### config.mk
export PLATFORM = sky130hd
export DESIGN_NAME = serial_word_receiver
export DESIGN_NICKNAME = d
export VERILOG_FILES = /design/src/rtl/serial_rx_pkg.sv /design/src/rtl/bit_counter.sv /design/src/rtl/serial_word_receiver.sv
export SDC_FILE = /design/constraint.sdc
export NUM_CORES = 1
export LEC_CHECK = 0
export ABC_AREA = 0
export BUFFER_PORTS_ARGS = -buffer_cell sky130_fd_sc_hd__buf_2
export CAP_MARGIN = 25
export CORE_MARGIN = 4
export CORE_UTILIZATION = 30
export DETAILED_ROUTE_END_ITERATION = 12
export GPL_TIMING_DRIVEN = 0
export SETUP_SLACK_MARGIN = 0.2
export SLEW_MARGIN = 20
export SYNTH_ARGS = -nofsm -noshare
export SYNTH_HDL_FRONTEND = slang
export SYNTH_SLANG_ARGS = --single-unit
### constraint.sdc
create_clock -name clk -period 1.3 [get_ports clk]
set_clock_uncertainty 0.1 [all_clocks]
set_input_delay 0.325 -clock clk [delete_from_list [all_inputs] [get_ports clk]]
set_output_delay 0.325 -clock clk [all_outputs]
set_load 0.01 [all_outputs]
### src/rtl/serial_rx_pkg.sv
// serial_rx_pkg
//   Types and constants shared by the serial word receiver and its counter.
//   - rx_state_t     : receiver FSM states (IDLE / SHIFT / DONE)
//   - MSB_FIRST_MODE : LSB_FIRST parameter value, first bit lands in po[WIDTH-1]
//   - LSB_FIRST_MODE : LSB_FIRST parameter value, first bit lands in po[0]
package serial_rx_pkg;

    typedef enum logic [1:0] {
        IDLE  = 2'd0,
        SHIFT = 2'd1,
        DONE  = 2'd2
    } rx_state_t;

    localparam int MSB_FIRST_MODE = 0;
    localparam int LSB_FIRST_MODE = 1;

endpackage

### src/rtl/bit_counter.sv
// bit_counter
//   Generic terminal-count counter. Counts enabled cycles from 0 up to MAX and
//   then holds at MAX until cleared, so it never wraps on its own.
//   Parameters: WIDTH (counter bits), MAX (terminal value, must fit in WIDTH)
//   Ports:
//     clk  - clock, rising edge
//     rst  - synchronous active-high reset, count -> 0
//     clr  - synchronous clear, count -> 0 (wins over en)
//     en   - advance the count by one
//     cnt  - current count
//     last - high while cnt == MAX
module bit_counter #(
    parameter int WIDTH = 3,
    parameter int MAX   = 7
) (
    input  logic             clk,
    input  logic             rst,
    input  logic             clr,
    input  logic             en,
    output logic [WIDTH-1:0] cnt,
    output logic             last
);

    localparam logic [WIDTH-1:0] MAX_V = WIDTH'(MAX);

    always_ff @(posedge clk) begin
        if (rst || clr) begin
            cnt <= '0;
        end else if (en && !last) begin
            // saturate at MAX: the owner restarts the count with clr
            cnt <= cnt + WIDTH'(1);
        end
    end

    assign last = (cnt == MAX_V);

endmodule

### src/rtl/serial_word_receiver.sv
// serial_word_receiver
//   Serial-to-parallel receiver. Collects WIDTH qualified serial bits into a
//   word (MSB- or LSB-first) and holds it on a valid/ready output until taken.
//   Parameters: WIDTH (>= 2), LSB_FIRST (0: first bit -> po[WIDTH-1],
//               1: first bit -> po[0])
//   Ports:
//     clk       - clock, rising edge
//     rst       - synchronous active-high reset, dominates everything
//     start     - begin/restart a frame (ignored while a word is pending
//                 unless out_ready transfers it in the same cycle)
//     ser_en    - qualifies serin
//     serin     - serial data bit
//     out_ready - downstream accepts po
//     po        - registered parallel word
//     out_valid - po holds a complete word
//     co        - single-cycle pulse on word completion
//     busy      - high while shifting a frame
//     overrun   - sticky: a qualified bit arrived while a word was pending
module serial_word_receiver
    import serial_rx_pkg::*;
#(
    parameter int WIDTH     = 8,
    parameter int LSB_FIRST = MSB_FIRST_MODE
) (
    input  logic             clk,
    input  logic             rst,
    input  logic             start,
    input  logic             ser_en,
    input  logic             serin,
    input  logic             out_ready,
    output logic [WIDTH-1:0] po,
    output logic             out_valid,
    output logic             co,
    output logic             busy,
    output logic             overrun
);

    localparam int CW = $clog2(WIDTH);

    rx_state_t        state;
    logic [CW-1:0]    cnt;
    logic             cnt_last;
    logic             start_acc;
    logic             bit_acc;
    logic [WIDTH-1:0] po_shift;

    // A start is honoured anywhere except over a pending word that is not
    // being transferred this cycle.
    assign start_acc = start && ((state != DONE) || out_ready);

    // A bit counts only in SHIFT and only when no restart is in flight.
    assign bit_acc = (state == SHIFT) && ser_en && !start;

    generate
        if (LSB_FIRST == LSB_FIRST_MODE) begin : g_lsb
            assign po_shift = {serin, po[WIDTH-1:1]};
        end else begin : g_msb
            assign po_shift = {po[WIDTH-2:0], serin};
        end
    endgenerate

    bit_counter #(
        .WIDTH (CW),
        .MAX   (WIDTH - 1)
    ) u_bit_counter (
        .clk  (clk),
        .rst  (rst),
        .clr  (start_acc),
        .en   (bit_acc),
        .cnt  (cnt),
        .last (cnt_last)
    );

    // Only the terminal flag is needed here; the raw count is kept for debug.
    logic unused_cnt;
    assign unused_cnt = ^cnt;

    always_ff @(posedge clk) begin
        co <= 1'b0;
        if (rst) begin
            state     <= IDLE;
            po        <= '0;
            out_valid <= 1'b0;
            busy      <= 1'b0;
            overrun   <= 1'b0;
        end else begin
            case (state)
                IDLE: begin
                    if (start) begin
                        state   <= SHIFT;
                        busy    <= 1'b1;
                        po      <= '0;
                        overrun <= 1'b0;
                    end
                end
                SHIFT: begin
                    if (start) begin
                        // abort and restart; a bit in this cycle is dropped
                        po      <= '0;
                        overrun <= 1'b0;
                    end else if (ser_en) begin
                        po <= po_shift;
                        if (cnt_last) begin
                            state     <= DONE;
                            busy      <= 1'b0;
                            out_valid <= 1'b1;
                            co        <= 1'b1;
                        end
                    end
                end
                DONE: begin
                    if (out_ready) begin
                        out_valid <= 1'b0;
                        if (start) begin
                            state   <= SHIFT;
                            busy    <= 1'b1;
                            po      <= '0;
                            overrun <= 1'b0;
                        end else begin
                            state <= IDLE;
                        end
                    end else if (ser_en) begin
                        // word is held; the incoming bit is lost
                        overrun <= 1'b1;
                    end
                end
                default: begin
                    state     <= IDLE;
                    busy      <= 1'b0;
                    out_valid <= 1'b0;
                end
            endcase
        end
    end

endmodule

# Word-level counts from Yosys, hierarchy flattened
# Index checks and enable logic that the tools add are counted.
[classes] add_sub_neg=1 eq_ne=11 n_mux=28 bitwise_logic=3 reduce_logical=18
[op_table] op="8-bit two-way mux" count=4
[op_table] op="8-bit one-hot mux with 3 select lines" count=1
[op_table] op="1-bit two-way mux" count=14
[op_table] op="2-bit two-way mux" count=5
[op_table] op="2-bit inequality test, second input constant" count=5
[op_table] op="5-bit AND reduction" count=2
[op_table] op="3-bit inequality test, second input constant" count=2
[op_table] op="1-bit one-hot mux with 3 select lines" count=2
[op_table] op="2-bit one-hot mux with 3 select lines" count=1
[op_table] op="1-bit logical AND" count=4
[op_table] op="4-bit AND reduction" count=1
[op_table] op="4-bit OR reduction" count=1
[op_table] op="3-bit by 1-bit adder with 3-bit output, second input constant" count=1
[op_table] op="3-bit == test, second input constant" count=1
[op_table] op="1-bit NOT" count=3
[op_table] op="3-bit AND reduction" count=1
[op_table] op="3-bit nonzero test" count=1
[op_table] op="2-bit by 1-bit == test with 1-bit output, second input constant" count=1
[op_table] op="2-bit == test, second input constant" count=1
[op_table] op="1-bit logical NOT" count=2
[op_table] op="2-bit logical NOT" count=1
[op_table] op="1-bit logical OR" count=2
[op_table] op="2-bit by 1-bit inequality test with 1-bit output, second input constant" count=1
[op_table] op="1-bit one-hot mux with 2 select lines" count=1
[op_table] op="other kinds (3)" count=3
[word_totals] register_bits=17 inputBits=6 output_inout_bits=12 wordCells=68

# Longest topological paths before layout
[depth] word_depth=5 mapped_depth=6 depth_no_buf=6

# Cells and area by module
# A second synthesis with hierarchy kept.
[unflattened] cells_unflattened=73 area_unflattened_um2=762.0
[modules_own_cells] module="serial_word_receiver" instances=1 cells_each=61 area_each_um2=619.3 seq_area_each_um2=280.3
[modules_own_cells] module="bit_counter" instances=1 cells_each=12 area_each_um2=142.6 seq_area_each_um2=60.1

# Worst setup path before layout
# Ideal clock, no wire load.
[synth_path] path_kind="register to register" startpoint="register u_bit_counter.cnt[0]" endpoint="register u_bit_counter.cnt[1]" setup_time_ps=114 arrival_time_ps=1211 required_ps=1086 slack_ps=-125 stages_incl_launch_ff=6 path_buffers=0 synth_period_minus_slack_ps=1425 cell_sequence="dfxtp_1 > ha_1 > ha_1 > nor3b_4 > mux2i_1 > nor2_1"
[synth_via] elab_chain_cells=3 elab_cells_between_ends=4 cone_classes="add/sub: 1; eq/ne: 1; reduce/logical: 2"
[synth_rtl] element="from (decl)" line_no="bit_counter.sv:20" source="output logic [WIDTH-1:0] cnt,"
[synth_rtl] element="from (signal assigned)" line_no="bit_counter.sv:31" source="cnt <= cnt + WIDTH'(1);"
[synth_rtl] element="3-bit == test" line_no="bit_counter.sv:35" source="assign last = (cnt == MAX_V);"
[synth_rtl] element="named net cnt_last" line_no="serial_word_receiver.sv:42" source="logic cnt_last;"
[synth_rtl] element="1-bit logical NOT" line_no="bit_counter.sv:29" source="end else if (en && !last) begin"
[synth_rtl] element="1-bit logical AND" line_no="bit_counter.sv:29"
# The timed path passes the listed nets, and every way through them passes these cells.
# A chain may end at the register's enable or synchronous reset.

# Final worst setup path
[layout_path] startpoint="register u_bit_counter.cnt[1]" endpoint="register u_bit_counter.cnt[1]"
# The elaborated chain is that of the path after synthesis.

==> impl_metrics.py <==
metrics = {
    "min_path": {
        "hold_end": "po[7]",
        "holdCritPathClass": "input port to flip-flop",
        "hp-start": "rst",
        "hold_depth": 2,
    },
    "critical_path": {
        "crit_type": "flip-flop to flip-flop",
        "crit_top_cell": "ha_4",
        "crit_family": "flip-flops",
        "r2r-start": "u_bit_counter.cnt[1]",
        "path_cells": "ha_4 -> ha_4 -> nor3b_4 -> mux2i_1 -> nor2_1",
        "slowest_delay_ns": 0.35,
        "crit_fanout": 3,
        "r2r_cells": 5,
        "cp-end-kind": "flip-flop",
        "crit_buf_inv": 0,
        "r2r_slack_ns": -0.11,
        "r2r_end": "u_bit_counter.cnt[1]",
        "cp.required_ns": 1.40,
        "crit_slowest_cell": "dfxtp_2",
        "critPathArrivalTime_ns": 1.51,
        "cp-start-kind": "flip-flop",
    },
    "pwr": {
        "p_leak_nw": 0.533,
        "power.density_mw_per_mm2": 698,
        "peakVddDrop_uv": 460,
    },
    "status": {
        "violations": "setup timing",
        "status": "finished with violations",
    },
    "timing": {
        "setup_viol": 4,
        "maxSlewHeadroom_pct": 55.7,
        "rsz0062_at_grt": "yes",
        "period_share_pct": 108,
        "drv_slew": 0,
        "post-route-min-period_ns": 1.41,
        "max_freq_ghz": 0.712,
        "setup_slack_ns": -0.105,
        "worst-slew-pin-transition_ns": 0.664,
        "final_hold_viol_count": 0,
    },
    "clock_tree": {
        "cts_max_path_buffers": 2,
        "ctsHoldBuffers": 0,
        "clk_latency_ns": 0.30,
        "path_clk_slew_ns": 0.10,
        "cts-buffers-inserted": 3,
        "root_buffer": "clkbuf_4",
        "clock-sinks": 17,
        "h-tree-depth": 1,
        "tritoncts": "yes",
    },
    "synth": {
        "synthCells": 84,
        "async_flop_share_pct": 0,
        "yosys_warnings": 0,
        "ys.flop_type": "dfxtp_1",
        "yosys-top-cells-count": "dfxtp_1, nand3_1, a21oi_1",
        "yosysMostFrequentCell": "dfxtp_1",
        "ys_ff_latch": 17,
        "synth_top_area_share_pct": 45.0,
        "synth-edff-count": 0,
        "synth_area_um2": 757,
        "synth_nets": 92,
        "synth_seq_area_share_pct": 45.0,
        "yosysTopAreaCell": "dfxtp_1",
        "synth_cell_types": 27,
        "synth_top_cells_by_area": "dfxtp_1, nand3_1, a21oi_1, ha_1, nor2_1",
        "syn_area_per_cell_um2": 9.01,
    },
    "floorplan": {
        "die_area_mm2": 0.00339,
        "die_h_um": 58.2,
        "core-area_mm2": 0.00230,
        "placementRows": 17,
        "initial_core_util_pct": 33.0,
        "die_w_um": 58.2,
        "ios": 18,
    },
    "global_route": {
        "antenna_found_initial": 0,
        "grt.total_usage_pct": 14.0,
        "first_global_vias": 783,
        "grt_max_degree": 11,
        "grt_pass1_wl_um": 3470,
        "overflow": 0,
    },
    "placement": {
        "dp.cells": 128,
        "port_buffers": 16,
        "dpl.hpwl_um": 1250,
        "place_congestion": 0.712,
        "placedInstanceArea_um2": 971,
    },
    "final_layout": {
        "nets": 135,
        "stdcell_area_mm2": 0.00145,
        "area_growth_pct": 91.9,
        "diodes": 0,
        "fin_cells": 154,
        "drive_above_1_share_pct": 80.2,
        "final_util_pct": 63.2,
    },
    "detailed_routing": {
        "ant_nets": 0,
        "dr_total_vias": 753,
        "drc_errors": 0,
        "routed_wirelength_um": 2240,
        "drtIter0Drc": 5,
        "dr.pass1.iters": 4,
        "routedWlPerCell_um": 14.5,
        "routed_via_density": 4.89,
    },
    "run": {
        "maxCapViolCount": 0,
    },
}
[cell families after synthesis]
logic type               synth area share (%)
AO/OA/AOI/OAI                            14.0
XOR/XNOR                                 1.16
adder cells (fa/ha/maj)                  3.31
buffers and inverters                    3.64
flip-flops                               45.0
multiplexers                             2.64
AND/OR/NAND/NOR                          30.2
[final cells by class]
| type | count | area [um^2] |
|---|---|---|
| plain buffers | 4 | 46.3 |
| clock buffers | 4 | 26.3 |
| fillers | 182 | 845 |
| multi-input cells | 63 | 633 |
| flip-flops and latches | 17 | 362 |
| well taps | 28 | 35.0 |
| repair buffers | 38 | 350 |
[worst max path at each step]
| stage | start | depth (start not counted) | end |
|---|---|---|---|
| global placement | u_bit_counter.cnt[0] | 5 | u_bit_counter.cnt[1] |
| finish | u_bit_counter.cnt[1] | 5 | u_bit_counter.cnt[1] |
| floorplan | u_bit_counter.cnt[0] | 5 | u_bit_counter.cnt[2] |
| detailed placement | u_bit_counter.cnt[1] | 5 | u_bit_counter.cnt[1] |
| global route | u_bit_counter.cnt[1] | 5 | u_bit_counter.cnt[1] |
| CTS | u_bit_counter.cnt[1] | 5 | u_bit_counter.cnt[1] |
[state kept, by name, summed over array words and instances, names as in the netlist]
name	count
po	8
busy	1
state	2
overrun	1
u_bit_counter.cnt	3
out_valid	1
co	1
[power breakdown]
part           total [W]  internal [W]  switching, W
Sequential      0.000538      0.000527     0.0000107
Combinational   0.000184     0.0000866     0.0000973
Clock           0.000293      0.000120      0.000173
[what timing repair did]
action | CTS | global route
setup endpoints to repair | 28 | 29
gates resized for setup | 47 | 14
buffers inserted | 18 | 4
pin swaps | 31 | 15
[stage by stage]
step	hold slack [ns]	power (W)	TNS [ns]	worst slack [ns]
after floorplan	0.294	0.000625	-0.0979	-0.0525
after global placement	0.348	0.000654	-0.258	-0.0973
after detailed placement	0.365	0.000655	-0.338	-0.122
after CTS	0.153	0.000997	-0.262	-0.106
after global routing	0.151	0.00107	-0.600	-0.166
final	0.159	0.00101	-0.285	-0.105
[metal layers]
| metal | routed length [um] | GRT usage (%) | vias up | part of all wire, % |
|---|---|---|---|---|
| li1 | - | - | 381 | - |
| met1 | 960 | 16.1 | 346 | 43 |
| met2 | 1120 | 22.3 | 19 | 50 |
| met3 | 89 | 3.79 | 7 | 4.0 |
| met4 | 71 | 9.60 | 0 | 3.2 |
| met5 | 0 | 0 | - | 0 |
[cell usage in the layout, fill, tap and decap left out, types with 3 or more instances in the layout]
cell type  count
a21oi_2       10
buf_12         3
buf_2          5
buf_4         17
buf_6         16
clkbuf_4       3
dfxtp_2       14
nand3_2       11
nand3_4        5
nor2_1         5
nor2_4         3
No activity file was read; power rests on OpenSTA's default activity.
